### config.mk
export PLATFORM = sky130hd
export DESIGN_NAME = gat_layer_scheduler
export DESIGN_NICKNAME = d
export VERILOG_FILES = /design/src/rtl/gat_sched_pkg.sv /design/src/rtl/gat_sched_out_fifo.sv /design/src/rtl/gat_layer_scheduler.sv
export SDC_FILE = /design/constraint.sdc
export NUM_CORES = 1
export LEC_CHECK = 0
export ABC_AREA = 1
export BUFFER_PORTS_ARGS = -buffer_cell sky130_fd_sc_hd__buf_4
export CAP_MARGIN = 5
export CORE_UTILIZATION = 50
export DETAILED_ROUTE_END_ITERATION = 8
export GPL_TIMING_DRIVEN = 0
export PLACE_DENSITY = 0.78
export SLEW_MARGIN = 20
export SYNTH_ARGS = -nofsm -noshare
export SYNTH_HDL_FRONTEND = slang
export SYNTH_SLANG_ARGS = --single-unit
export TNS_END_PERCENT = 5
### constraint.sdc
create_clock -name clk -period 11.85 [get_ports clk]
set_input_delay 2.37 -clock clk [delete_from_list [all_inputs] [get_ports clk]]
set_output_delay 2.37 -clock clk [all_outputs]
set_load 0.05 [all_outputs]
### src/rtl/gat_sched_pkg.sv
// Shared types and constants for the GAT layer scheduler.
// Byte addressing is word index shifted by BYTE_SHIFT.
package gat_sched_pkg;

  localparam int BYTE_SHIFT           = 2;
  localparam int DEF_TOP_WIDTH        = 32;
  localparam int DEF_H_DATA_ADDR_W    = 18;
  localparam int DEF_NODE_INFO_ADDR_W = 14;
  localparam int DEF_WEIGHT_ADDR_W    = 15;
  localparam int DEF_NEW_FEAT_ADDR_W  = 16;
  localparam int DEF_NUM_LAYERS       = 2;

  typedef enum logic [2:0] {
    IDLE, LD_H, LD_NI, LD_W, RUN, DRAIN, NEXT, DONE
  } state_t;

  function automatic int max_int(input int a, input int b);
    return (a > b) ? a : b;
  endfunction

endpackage

### src/rtl/gat_sched_out_fifo.sv
// Two-entry output FIFO (data + last); push lands next cycle, pop is combinational from head.
// Backpressure: caller guarantees no push into a full FIFO unless popping the same cycle.
module gat_sched_out_fifo #(
  parameter int W = 33
) (
  input  logic         clk,
  input  logic         rst,
  input  logic         push,
  input  logic [W-1:0] push_dat,
  input  logic         pop,
  output logic [W-1:0] pop_dat,
  output logic         vld,
  output logic [1:0]   occ
);

  logic [W-1:0] mem [2];
  logic         wr_ptr;
  logic         rd_ptr;
  logic [1:0]   cnt;
  logic         do_push;
  logic         do_pop;

  assign do_pop  = pop && (cnt != 2'd0);
  assign do_push = push && ((cnt != 2'd2) || do_pop);
  assign vld     = (cnt != 2'd0);
  assign occ     = cnt;
  assign pop_dat = vld ? mem[rd_ptr] : '0;

  always_ff @(posedge clk or posedge rst) begin
    if (rst) begin
      wr_ptr <= 1'b0;
      rd_ptr <= 1'b0;
      cnt    <= 2'd0;
      mem[0] <= '0;
      mem[1] <= '0;
    end else begin
      if (do_push) begin
        mem[wr_ptr] <= push_dat;
        wr_ptr      <= ~wr_ptr;
      end
      if (do_pop) rd_ptr <= ~rd_ptr;
      case ({do_push, do_pop})
        2'b10:   cnt <= cnt + 2'd1;
        2'b01:   cnt <= cnt - 2'd1;
        default: cnt <= cnt;
      endcase
    end
  end

endmodule

### src/rtl/gat_layer_scheduler.sv
// Sequences GAT layers: DMA load of three BRAMs, wait for gat_ready edge, drain feature BRAM.
// Loads accept one beat/cycle; drain keeps at most two words buffered or in flight.
module gat_layer_scheduler
  import gat_sched_pkg::*;
#(
  parameter int TOP_WIDTH          = DEF_TOP_WIDTH,
  parameter int H_DATA_ADDR_W      = DEF_H_DATA_ADDR_W,
  parameter int NODE_INFO_ADDR_W   = DEF_NODE_INFO_ADDR_W,
  parameter int WEIGHT_ADDR_W      = DEF_WEIGHT_ADDR_W,
  parameter int NEW_FEATURE_ADDR_W = DEF_NEW_FEAT_ADDR_W,
  parameter int NUM_LAYERS         = DEF_NUM_LAYERS
) (
  input  logic                                       clk,
  input  logic                                       rst,
  input  logic                                       start,
  input  logic [NUM_LAYERS*(H_DATA_ADDR_W+1)-1:0]    cfg_h_len,
  input  logic [NUM_LAYERS*(NODE_INFO_ADDR_W+1)-1:0] cfg_ni_len,
  input  logic [NUM_LAYERS*(WEIGHT_ADDR_W+1)-1:0]    cfg_wgt_len,
  input  logic [NUM_LAYERS*(NEW_FEATURE_ADDR_W+1)-1:0] cfg_feat_len,
  input  logic                                       s_valid,
  output logic                                       s_ready,
  input  logic [TOP_WIDTH-1:0]                       s_data,
  output logic [TOP_WIDTH-1:0]                       h_data_bram_din,
  output logic                                       h_data_bram_ena,
  output logic                                       h_data_bram_wea,
  output logic [H_DATA_ADDR_W+1:0]                   h_data_bram_addra,
  output logic [TOP_WIDTH-1:0]                       h_node_info_bram_din,
  output logic                                       h_node_info_bram_ena,
  output logic                                       h_node_info_bram_wea,
  output logic [NODE_INFO_ADDR_W+1:0]                h_node_info_bram_addra,
  output logic [TOP_WIDTH-1:0]                       wgt_bram_din,
  output logic                                       wgt_bram_ena,
  output logic                                       wgt_bram_wea,
  output logic [WEIGHT_ADDR_W+1:0]                   wgt_bram_addra,
  output logic                                       h_data_bram_load_done,
  output logic                                       h_node_info_bram_load_done,
  output logic                                       wgt_bram_load_done,
  output logic                                       gat_layer,
  input  logic                                       gat_ready,
  output logic [NEW_FEATURE_ADDR_W+1:0]              feat_bram_addrb,
  input  logic [TOP_WIDTH-1:0]                       feat_bram_dout,
  output logic                                       m_valid,
  input  logic                                       m_ready,
  output logic [TOP_WIDTH-1:0]                       m_data,
  output logic                                       m_last,
  output logic                                       busy,
  output logic                                       done
);

  localparam int HL    = H_DATA_ADDR_W + 1;
  localparam int NL    = NODE_INFO_ADDR_W + 1;
  localparam int WL    = WEIGHT_ADDR_W + 1;
  localparam int FL    = NEW_FEATURE_ADDR_W + 1;
  localparam int CNT_W = max_int(max_int(HL, NL), WL);

  state_t state, state_nxt;

  logic [NUM_LAYERS*HL-1:0] h_len_q;
  logic [NUM_LAYERS*NL-1:0] ni_len_q;
  logic [NUM_LAYERS*WL-1:0] wgt_len_q;
  logic [NUM_LAYERS*FL-1:0] feat_len_q;

  logic             layer;
  int               lyr;
  logic [CNT_W-1:0] word_cnt;
  logic [CNT_W-1:0] phase_len;
  logic [FL-1:0]    rd_cnt;
  logic [FL-1:0]    feat_len;
  logic             rd_pend;
  logic             rd_last_pend;
  logic             gr_prev;
  logic             in_load;
  logic             beat;
  logic             phase_end;
  logic             rd_issue;
  logic             drain_end;
  logic [1:0]       fifo_occ;

  assign lyr      = int'(layer);
  assign feat_len = feat_len_q[lyr*FL +: FL];
  assign in_load  = (state == LD_H) || (state == LD_NI) || (state == LD_W);

  always_comb begin
    phase_len = '0;
    case (state)
      LD_H:    phase_len = CNT_W'(h_len_q[lyr*HL +: HL]);
      LD_NI:   phase_len = CNT_W'(ni_len_q[lyr*NL +: NL]);
      LD_W:    phase_len = CNT_W'(wgt_len_q[lyr*WL +: WL]);
      default: phase_len = '0;
    endcase
  end

  // Zero-length phases never raise s_ready, so no stray beat can be consumed.
  assign s_ready   = in_load && (phase_len != '0);
  assign beat      = s_valid && s_ready;
  assign phase_end = in_load &&
                     ((phase_len == '0) || (beat && ((word_cnt + CNT_W'(1)) == phase_len)));

  assign h_data_bram_ena        = beat && (state == LD_H);
  assign h_data_bram_wea        = h_data_bram_ena;
  assign h_data_bram_din        = h_data_bram_ena ? s_data : '0;
  assign h_data_bram_addra      = h_data_bram_ena ? ((H_DATA_ADDR_W+2)'(word_cnt) << BYTE_SHIFT) : '0;
  assign h_node_info_bram_ena   = beat && (state == LD_NI);
  assign h_node_info_bram_wea   = h_node_info_bram_ena;
  assign h_node_info_bram_din   = h_node_info_bram_ena ? s_data : '0;
  assign h_node_info_bram_addra = h_node_info_bram_ena ?
                                  ((NODE_INFO_ADDR_W+2)'(word_cnt) << BYTE_SHIFT) : '0;
  assign wgt_bram_ena           = beat && (state == LD_W);
  assign wgt_bram_wea           = wgt_bram_ena;
  assign wgt_bram_din           = wgt_bram_ena ? s_data : '0;
  assign wgt_bram_addra         = wgt_bram_ena ? ((WEIGHT_ADDR_W+2)'(word_cnt) << BYTE_SHIFT) : '0;

  // Reads are credited against FIFO occupancy plus the one read still in flight.
  assign rd_issue        = (state == DRAIN) && (rd_cnt < feat_len) &&
                           ((fifo_occ + {1'b0, rd_pend}) < 2'd2);
  assign feat_bram_addrb = rd_issue ? ((NEW_FEATURE_ADDR_W+2)'(rd_cnt) << BYTE_SHIFT) : '0;
  assign drain_end       = (state == DRAIN) &&
                           ((feat_len == '0) || (m_valid && m_ready && m_last));

  gat_sched_out_fifo #(.W(TOP_WIDTH + 1)) u_out_fifo (
    .clk      (clk),
    .rst      (rst),
    .push     (rd_pend),
    .push_dat ({rd_last_pend, feat_bram_dout}),
    .pop      (m_ready),
    .pop_dat  ({m_last, m_data}),
    .vld      (m_valid),
    .occ      (fifo_occ)
  );

  assign gat_layer = layer;
  assign busy      = (state != IDLE);
  assign done      = (state == DONE);

  always_comb begin
    state_nxt = state;
    case (state)
      IDLE:    if (start) state_nxt = LD_H;
      LD_H:    if (phase_end) state_nxt = LD_NI;
      LD_NI:   if (phase_end) state_nxt = LD_W;
      LD_W:    if (phase_end) state_nxt = RUN;
      RUN:     if (gat_ready && !gr_prev) state_nxt = DRAIN;
      DRAIN:   if (drain_end) state_nxt = (lyr < NUM_LAYERS - 1) ? NEXT : DONE;
      NEXT:    state_nxt = LD_H;
      DONE:    state_nxt = IDLE;
      default: state_nxt = IDLE;
    endcase
  end

  always_ff @(posedge clk or posedge rst) begin
    if (rst) state <= IDLE;
    else     state <= state_nxt;
  end

  always_ff @(posedge clk or posedge rst) begin
    if (rst) begin
      h_len_q                    <= '0;
      ni_len_q                   <= '0;
      wgt_len_q                  <= '0;
      feat_len_q                 <= '0;
      layer                      <= 1'b0;
      word_cnt                   <= '0;
      rd_cnt                     <= '0;
      rd_pend                    <= 1'b0;
      rd_last_pend               <= 1'b0;
      gr_prev                    <= 1'b1;
      h_data_bram_load_done      <= 1'b0;
      h_node_info_bram_load_done <= 1'b0;
      wgt_bram_load_done         <= 1'b0;
    end else begin
      gr_prev      <= gat_ready;
      rd_pend      <= rd_issue;
      rd_last_pend <= rd_issue && ((rd_cnt + FL'(1)) == feat_len);
      if ((state == IDLE) && start) begin
        h_len_q    <= cfg_h_len;
        ni_len_q   <= cfg_ni_len;
        wgt_len_q  <= cfg_wgt_len;
        feat_len_q <= cfg_feat_len;
        layer      <= 1'b0;
      end
      if (phase_end)   word_cnt <= '0;
      else if (beat)   word_cnt <= word_cnt + CNT_W'(1);
      if (phase_end && (state == LD_H))  h_data_bram_load_done      <= 1'b1;
      if (phase_end && (state == LD_NI)) h_node_info_bram_load_done <= 1'b1;
      if (phase_end && (state == LD_W))  wgt_bram_load_done         <= 1'b1;
      if ((state == NEXT) || (state == IDLE)) begin
        h_data_bram_load_done      <= 1'b0;
        h_node_info_bram_load_done <= 1'b0;
        wgt_bram_load_done         <= 1'b0;
      end
      if (state == NEXT) layer <= layer + 1'b1;
      if (state == DONE) layer <= 1'b0;
      if (drain_end)     rd_cnt <= '0;
      else if (rd_issue) rd_cnt <= rd_cnt + FL'(1);
    end
  end

endmodule

== Yosys cells after proc, flatten, opt, wreduce, memory -nomap -nowiden ==
Index checks and enable logic that the tools add are counted.

* Bits in registers: 250
* Logic and storage cells: 138
* Input port bits: 204

* Mux-type cells: 37
* $lt $le $gt $ge: 6
* Shift-type cells: 4
* Add/subtract/negate cells: 6
* $mul: 3
* Reductions and logical operators: 41
* Equal/unequal tests: 18
* Bitwise gates (word level): 4

{| class="wikitable"
|+ Operators by type and width
! cell !! count
|-
| $mux W33 || 5
|-
| $mux W32 || 3
|-
| $bwmux W66 || 1
|-
| $pmux W19 S3 || 1
|-
| $mux W17 || 3
|-
| $mux W19 || 2
|-
| $shiftx A38 B7 Y19 || 1
|-
| $shiftx A34 B7 Y17 || 1
|-
| $demux W33 S1 || 1
|-
| $shiftx A32 B6 Y16 || 1
|-
| $shiftx A30 B6 Y15 || 1
|-
| $pmux W3 S8 || 1
|-
| $logic_and A1 B1 Y1 || 20
|-
| $mux W20 || 1
|-
| $add A19 B1 Y19 const B || 1
|-
| $eq A19 B19 Y1 || 1
|-
| $logic_not A19 Y1 || 1
|-
| $reduce_bool A19 Y1 || 1
|-
| $mux W18 || 1
|-
| $mux W3 || 6
|-
| $add A17 B1 Y17 const B || 1
|-
| $eq A17 B17 Y1 || 1
|-
| $logic_not A17 Y1 || 1
|-
| $lt A17 B17 Y1 || 1
|-
| 27 further kinds || 62
|}

== Depth between registers and ports, before layout ==
Gate-level depths: netlist of the first run.

* Word-level depth: 12
* Mapped depth: 19
* Mapped depth without buffers: 18

== Modules after synthesis ==
From an unflattened synthesis of the first run, not the netlist that was laid out.

* Cells, all modules: 1816
* Area, all modules: 14482.6 sq um

{| class="wikitable"
|+ Modules (own cells, without submodules)
! module !! cells each !! instances !! area an instance (sq um)
|-
| gat_layer_scheduler || 1386 || 1 || 11014.3
|-
| gat_sched_out_fifo || 430 || 1 || 3468.3
|}

== Worst setup path after synthesis of the first run ==
Ideal clock, no wire load.

* Path kind: input to output
* Start point: input port s_valid
* End point: output port h_data_bram_addra[10]
* Setup slack: 5.354 ns
* Path buffers: 1
* Arrival: 4.126 ns
* Data required time: 9.480 ns
* Stages: 5
* Cell sequence: nand2_8 nor2_1 inv_2 buf_2 nor2_1

* Cells in the longest elaborated chain, start to end: 3

{| class="wikitable"
|+ Ends and longest elaborated chain
! what !! RTL line !! RTL
|-
| from (decl) || gat_layer_scheduler.sv:20 || <nowiki>input logic s_valid,</nowiki>
|-
| $logic_and A1 B1 Y1 || gat_layer_scheduler.sv:95 || <nowiki>assign beat = s_valid && s_ready;</nowiki>
|-
| $logic_and A1 B1 Y1 || gat_layer_scheduler.sv:99 || <nowiki>assign h_data_bram_ena = beat && (state == LD_H);</nowiki>
|-
| named net h_data_bram_ena || gat_layer_scheduler.sv:24 || <nowiki>output logic h_data_bram_ena,</nowiki>
|-
| $mux W20 || gat_layer_scheduler.sv:102 || <nowiki>assign h_data_bram_addra = h_data_bram_ena ? ((H_DATA_ADDR_W+2)'(word_cnt) << BYTE_SHIFT) : '0;</nowiki>
|-
| to (decl) || gat_layer_scheduler.sv:26 || <nowiki>output logic [H_DATA_ADDR_W+1:0] h_data_bram_addra,</nowiki>
|}

The timed path passes the listed nets, and every way through them passes these cells.

== Worst setup path after layout of the first run ==
* Start point: register layer (netlist: gat_layer)
* End point: output port feat_bram_addrb[7]

* Cells in the longest elaborated chain, start to end: 6

{| class="wikitable"
|+ Ends and longest elaborated chain
! what !! RTL line !! RTL
|-
| from (decl) || gat_layer_scheduler.sv:63 || <nowiki>logic layer;</nowiki>
|-
| from (signal assigned) || gat_layer_scheduler.sv:191 || <nowiki>if (state == NEXT) layer <= layer + 1'b1;</nowiki>
|-
| $mul A1 B5 Y6 || gat_layer_scheduler.sv:80 || <nowiki>assign feat_len = feat_len_q[lyr*FL +: FL];</nowiki>
|-
| $shiftx A34 B7 Y17 || gat_layer_scheduler.sv:80 ||
|-
| $lt A17 B17 Y1 || gat_layer_scheduler.sv:114 || <nowiki>assign rd_issue = (state == DRAIN) && (rd_cnt < feat_len) &&</nowiki>
|-
| $logic_and A1 B1 Y1 (2 in a row) || gat_layer_scheduler.sv:114 ||
|-
| named net rd_issue || gat_layer_scheduler.sv:75 || <nowiki>logic rd_issue;</nowiki>
|-
| $mux W18 || gat_layer_scheduler.sv:116 || <nowiki>assign feat_bram_addrb = rd_issue ? ((NEW_FEATURE_ADDR_W+2)'(rd_cnt) << BYTE_SHIFT) : '0;</nowiki>
|-
| to (decl) || gat_layer_scheduler.sv:40 || <nowiki>output logic [NEW_FEATURE_ADDR_W+1:0] feat_bram_addrb,</nowiki>
|}

The timed path passes the listed nets, and every way through them passes these cells.

==> run metrics, run 1 <==
outcome=finished, final reports clean; I/O Buffers=409; post-CTS sizing=0; Final Critical Period=6410 ps; per-cell routed wire length=18.4 um; Min-Delay Path Class=flop to flop; Avg Inst Size Synth=8.09 um^2; all-layer global routing usage=0.322; crit start category=flop; Via density=5.29; Hold Worst Slack=486 ps; Setup TNS Final=0 ps; first-pass GRT wire length=71300 um; CP Max Fanout=10; post-synthesis sequential area ratio=0.444; RD Place Congestion=0.956; Inserted Clock Buffers=27; Synth Cell Area=14100 um^2; Setup Buffers After CTS=0; crit end category=output pin; Fillers=2360; placed insts=2541; Final Slew Violations=0; Synth cell types=45; cell area after layout=18700 um^2; final cell count without fillers=2592; Clock Pin Slew Worst Setup and Hold Paths=70 ps; Synth area leaders=dfrtp_1 (44%), nand2_1 (14%), mux2_2 (11%); top cells by count, synth=nand2_1 (514), dfrtp_1 (249), nor2_1 (237); DRT met1 WL=19100 um; RSZ-0062 raised after global routing=no; vias in the first global route=13.1k; area leader, netlist=dfrtp_1; crit share post-route=0.541; share of the synthesized area in the top cell type=0.442; Final Power=3.87 mW; cts hold-fix bufs=0; EDFF count, synth=0; nets=2415; PD cells=207 nW/um^2; final count of negative-setup-slack endpoints=0; Syn-to-layout area delta=32.3%; fin worst setup slack=5440 ps; worst slew pin tran=794 ps; initial antenna violation count=2; DRC viols=0; WS Path Type=flop to output pin; Routed WL=47800 um; H-tree lvl count=1; top-level I/O count=418; Top FF cell, synth=dfrtp_1; routed via count=13.7k; Syn. warnings=0; highest metal used=met4; layout cells sized above 1=0.313; Final Hold Fails=0; metal3 WL=3200 um; Placed Area=17700 um^2; max capacitance violation total=0; Gate Count Post-Synth=1745; clk sinks=250; # rows=61; Max VDD drop=0.147 mV; ys async rst share=1.00; fmax=0.156 GHz; Leak=9.45 nW; die area=28900 um^2; Max-slew headroom=0.470; die height=170 um; DP Worst Slack=5900 ps; total core area=27800 um^2; #FFs+latches synth=250; CTS tree=done; largest net degree at the start of global routing=97; gr ovfl total=0; post-layout util=0.672; arrival time at the worst endpoint=4040 ps; HPWL reported at the end of detailed placement=36200 um; most numerous cell in the Yosys netlist=nand2_1; drt pass-1 iters=6; Detail Route Antenna Nets=0; worst skew pair latency=550 ps; DR iter-0 viols=905; Die X=170 um; routed wl met2=22600 um; clock root cell=clkbuf_16; Req. time, crit path=9480 ps; initial core utilization=0.508; Max Root-Sink Buffers=3; clock skew=9.59 ps
## critical path: stages (launching register included)
cell and delay, ps:
dfrtp_1 380, buf_4 170, inv_4 120, buf_2 320, or2_1 140, o21ai_0 210
ha_1 370, a21oi_1 160, o31a_1 140, nand2_1 60, nand2_1 70, nand4_1 90
nor2_1 380, inv_2 220, buf_1 260, nor2_1 170, buf_4 220
## cell families after synthesis
group | after synthesis | synth area share
buffers and inverters | 244 | 0.0799
adders and majority gates | 19 | 0.0169
AOI/OAI and AO/OA | 165 | 0.0663
muxes | 140 | 0.111
xor gates and xnor gates | 34 | 0.0221
and+or+nand+nor | 892 | 0.260
other | 1 | 0.000266
DFF | 250 | 0.444
## routing by layer
metal  track usage  vias up
li1              -     6441
met1         0.399     6545
met2         0.536      592
met3        0.0484      138
met4         0.187        0
met5             0        -
## registers in the layout (all words and copies together) (netlist names), 2 cells and up
signal	count
u_out_fifo.mem	66
h_len_q	38
feat_len_q	34
wgt_len_q	32
ni_len_q	30
word_cnt	19
rd_cnt	17
state	3
u_out_fifo.occ	2
## cell type report
type                            count  area (um^2)  area share
Inverter                          150          576      0.0308
Buffer                             94          559      0.0300
Antenna cell                        2         5.00    0.000268
Timing Repair Buffer              411         3130       0.167
Sequential cell                   250         6260       0.335
Multi-Input combinational cell   1258         6750       0.362
Clock buffer                       36          739      0.0396
Tap cell                          378          473      0.0253
Clock inverter                     13          179     0.00959
## path summary, 6_finish.rpt
check                                        start            endpoint  slack (ps)  depth (start not counted)
worst min-delay path            u_out_fifo.mem[49]  u_out_fifo.mem[49]         490                          2
worst min register to register  u_out_fifo.mem[49]  u_out_fifo.mem[49]         490                          2
worst max register to register           gat_layer           rd_cnt[5]        8400                         16
worst max-delay path                     gat_layer  feat_bram_addrb[7]        5440                         16
min in group asynchronous                      rst   u_out_fifo.mem[7]        1850                          2
max in group asynchronous                      rst         h_len_q[37]        9130                          3
## placed cells by master, fill, tap and decap left out, types with 24 or more instances in the layout
cell	instances
nand2_1	514
mux2_2	134
dfrtp_1	249
nor2_1	237
o21ai_0	81
buf_2	24
inv_1	135
clkbuf_16	27
buf_4	430
a21oi_1	41
nand3_1	75
clkbuf_1	41
xor2_1	26
## power breakdown
part | leakage (nW) | internal [mW] | total [mW] | switching [mW]
Clock | 0.450 | 0.526 | 0.883 | 0.357
Sequential | 3.17 | 1.15 | 1.32 | 0.164
Combinational | 5.83 | 0.643 | 1.67 | 1.03
No activity file was read; power rests on OpenSTA's default activity.
==> run 2: changes to the inputs <==
- CORE_UTILIZATION: 50 -> 48
- clock period: 11.85 -> 5.4 ns (I/O delays scaled with it)
==> run 2 against run 1 <==
  * Clock power is 130% higher
  * Via count is 0.99% higher
  * Die area is 4.1% higher
  * Cell area is 1.1% higher
  * Sequential power is 120% higher
  * Largest cell class unchanged
  * Largest power group unchanged
==> run metrics, run 2 (same netlist as run 1, synthesis figures left out) <==
HPWL reported at the end of detailed placement=37200 um (+2.7%); Top reg by flops=u_out_fifo.mem; top-level I/O count=418 (unchanged); largest net degree at the start of global routing=35 (-64%); Final Critical Period=4980 ps; fmax=0.201 GHz; Detail Route Antenna Nets=0 (unchanged); nets=2422 (+0.29%); Worst Hold End=u_out_fifo.mem[21]; Max Root-Sink Buffers=3 (unchanged); first-pass GRT wire length=75300 um (+5.6%); Leak=9.53 nW (+0.83%); Fillers=2417 (+2.4%); DRC viols=0 (unchanged); layout cells sized above 1=0.317 (+0.00338); I/O Buffers=409 (unchanged); drt pass-1 iters=6 (unchanged); r2r setup slk=2060 ps (-6340 ps); die height=173 um (+2.0%); WS Path Type=flop to output pin; Final Slew Violations=0 (unchanged); vias in the first global route=13.7k (+4.4%); clk sinks=250 (unchanged); all-layer global routing usage=0.319 (-0.00321); fin worst setup slack=418 ps (-5020 ps); crit end category=output pin; Hold Startpoint=u_out_fifo.mem[21]; initial antenna violation count=0 (-2); clock skew=23.1 ps (+13.5 ps); crit share post-route=0.923; RD Place Congestion=0.969 (+1.3%); Via density=5.32 (+0.49%); initial core utilization=0.490 (-0.0176); PD cells=457 nW/um^2 (+120%); cts hold-fix bufs=0 (unchanged); Max-slew headroom=0.420 (-0.0508); crit path cell chain=buf_4, inv_4, buf_2, or2_1, o21ai_0, ha_1, nand2_1, nor3_1, o31ai_1, nand2_1, nand2_1, nand4_1, nor2_2, inv_2, buf_1, nor2_1, buf_4; Routed WL=48500 um (+1.6%); outcome=finished, final reports clean; Crit path top cell by count=nand2_1; clock root cell=clkbuf_16; DP Worst Slack=904 ps (-4990 ps); worst skew pair latency=550 ps (about the same); Syn-to-layout area delta=33.7%; CTS tree=done; Largest regs=u_out_fifo.mem (66), h_len_q (38), feat_len_q (34); DR iter-0 viols=859 (-5.1%); CP max-delay cell=dfrtp_1; R2R Path Start=gat_layer; per-cell routed wire length=18.6 um (+1.0%); post-CTS sizing=0 (unchanged); max capacitance violation total=0 (unchanged); gr ovfl total=0 (unchanged); Final Hold Fails=0 (unchanged); Inserted Clock Buffers=27 (unchanged); Min-Delay Path Class=flop to flop; CP Max Fanout=10 (unchanged); worst slew pin tran=871 ps (+76.3 ps); Req. time, crit path=4320 ps (-5160 ps); total core area=28800 um^2 (+3.6%); Clock Pin Slew Worst Setup and Hold Paths=60 ps (about the same); most common cell after layout, fill and taps aside=nand2_1; arrival time at the worst endpoint=3900 ps (-140 ps); slowest stage delay, CP=410 ps (+30 ps); final count of negative-setup-slack endpoints=0 (unchanged); routed via count=13.9k (+0.99%); max reg flops=66 (unchanged); H-tree lvl count=1 (unchanged); Hold Crit Depth=2 (unchanged); Max VDD drop=0.376 mV (+150%); post-layout util=0.655 (-0.0164); r2r worst-path depth=16 (unchanged); most frequent cells in the layout=nand2_1 (514), buf_4 (430), dfrtp_1 (249); Worst R2R End=rd_cnt[8]; # rows=62 (+1.6%); Die X=173 um (+2.0%); crit start category=flop; Setup Buffers After CTS=0 (unchanged); RSZ-0062 raised after global routing=no; die area=30100 um^2 (+4.1%)
-- run 2: cell count changes in the layout (fill, tap and decap cells not counted), sizes merged --
cell | previous run | this run
bufinv | 4 | 5
inv | 150 | 149
clkinvlp | 1 | 4
diode | 2 | 1
buf | 470 | 477
clkbuf | 71 | 72
clkinv | 8 | 5
-- run 2: stage by stage --
step / hold WS (ps) / instances / cell area [um^2] / setup TNS [ps] / total power, mW
2_1_floorplan: 453 / 1752 / 14100 / 0 / 5.44
3_3_place_gp: 466 / 2545 / 17700 / -104450 / 6.44
3_5_place_dp: 473 / 2554 / 17900 / 0 / 6.59
4_1_cts: 488 / 2604 / 18900 / 0 / 8.63
5_1_grt: 503 / 2604 / 18900 / 0 / 9.11
6_report: 486 / 2605 / 18900 / 0 / 8.63
-- run 2: power breakdown --
group	switching, mW	total, mW	internal [mW]
logic	2.29	3.72	1.42
registers	0.360	2.89	2.53
clock network	0.792	2.02	1.23
-- run 2: worst max path at each step --
stage	slack (ps)	to	start
4_1_cts	290	feat_bram_addrb[15]	gat_layer
2_1_floorplan	840	feat_bram_addrb[10]	gat_layer
3_5_place_dp	900	feat_bram_addrb[16]	gat_layer
5_1_grt	30	feat_bram_addrb[14]	gat_layer
3_3_place_gp	-430	ni_len_q[6]	rst
6_report	420	feat_bram_addrb[16]	gat_layer
-- run 2: layout make-up --
type / instances / area, um^2 / area share
Antenna cell: 1 / 2.50 / 0.000133
Buffer: 94 / 559 / 0.0297
Clock buffer: 37 / 763 / 0.0405
Clock inverter: 13 / 201 / 0.0107
Inverter: 150 / 572 / 0.0303
Multi-Input combinational cell: 1258 / 6750 / 0.358
Sequential cell: 250 / 6260 / 0.332
Tap cell: 384 / 480 / 0.0255
Timing Repair Buffer: 418 / 3270 / 0.174
-- run 2: critical path: cells and delay by family (launching register included) --
family                     cells  cell delay, ps
adders and majority gates      1             380
DFF                            1             410
AOI/OAI and AO/OA              2             330
buffers and inverters          6            1360
and+or+nand+nor                8             860
-- run 2: metal layers --
| metal | part of all wire | vias up | wire length, um | global-route usage |
|---|---|---|---|---|
| met5 | 0 | - | 0 | 0 |
| met4 | 0.046 | 0 | 2240 | 0.149 |
| met3 | 0.076 | 116 | 3700 | 0.0535 |
| met2 | 0.48 | 638 | 23400 | 0.538 |
| met1 | 0.40 | 6633 | 19200 | 0.398 |
| li1 | - | 6465 | - | - |
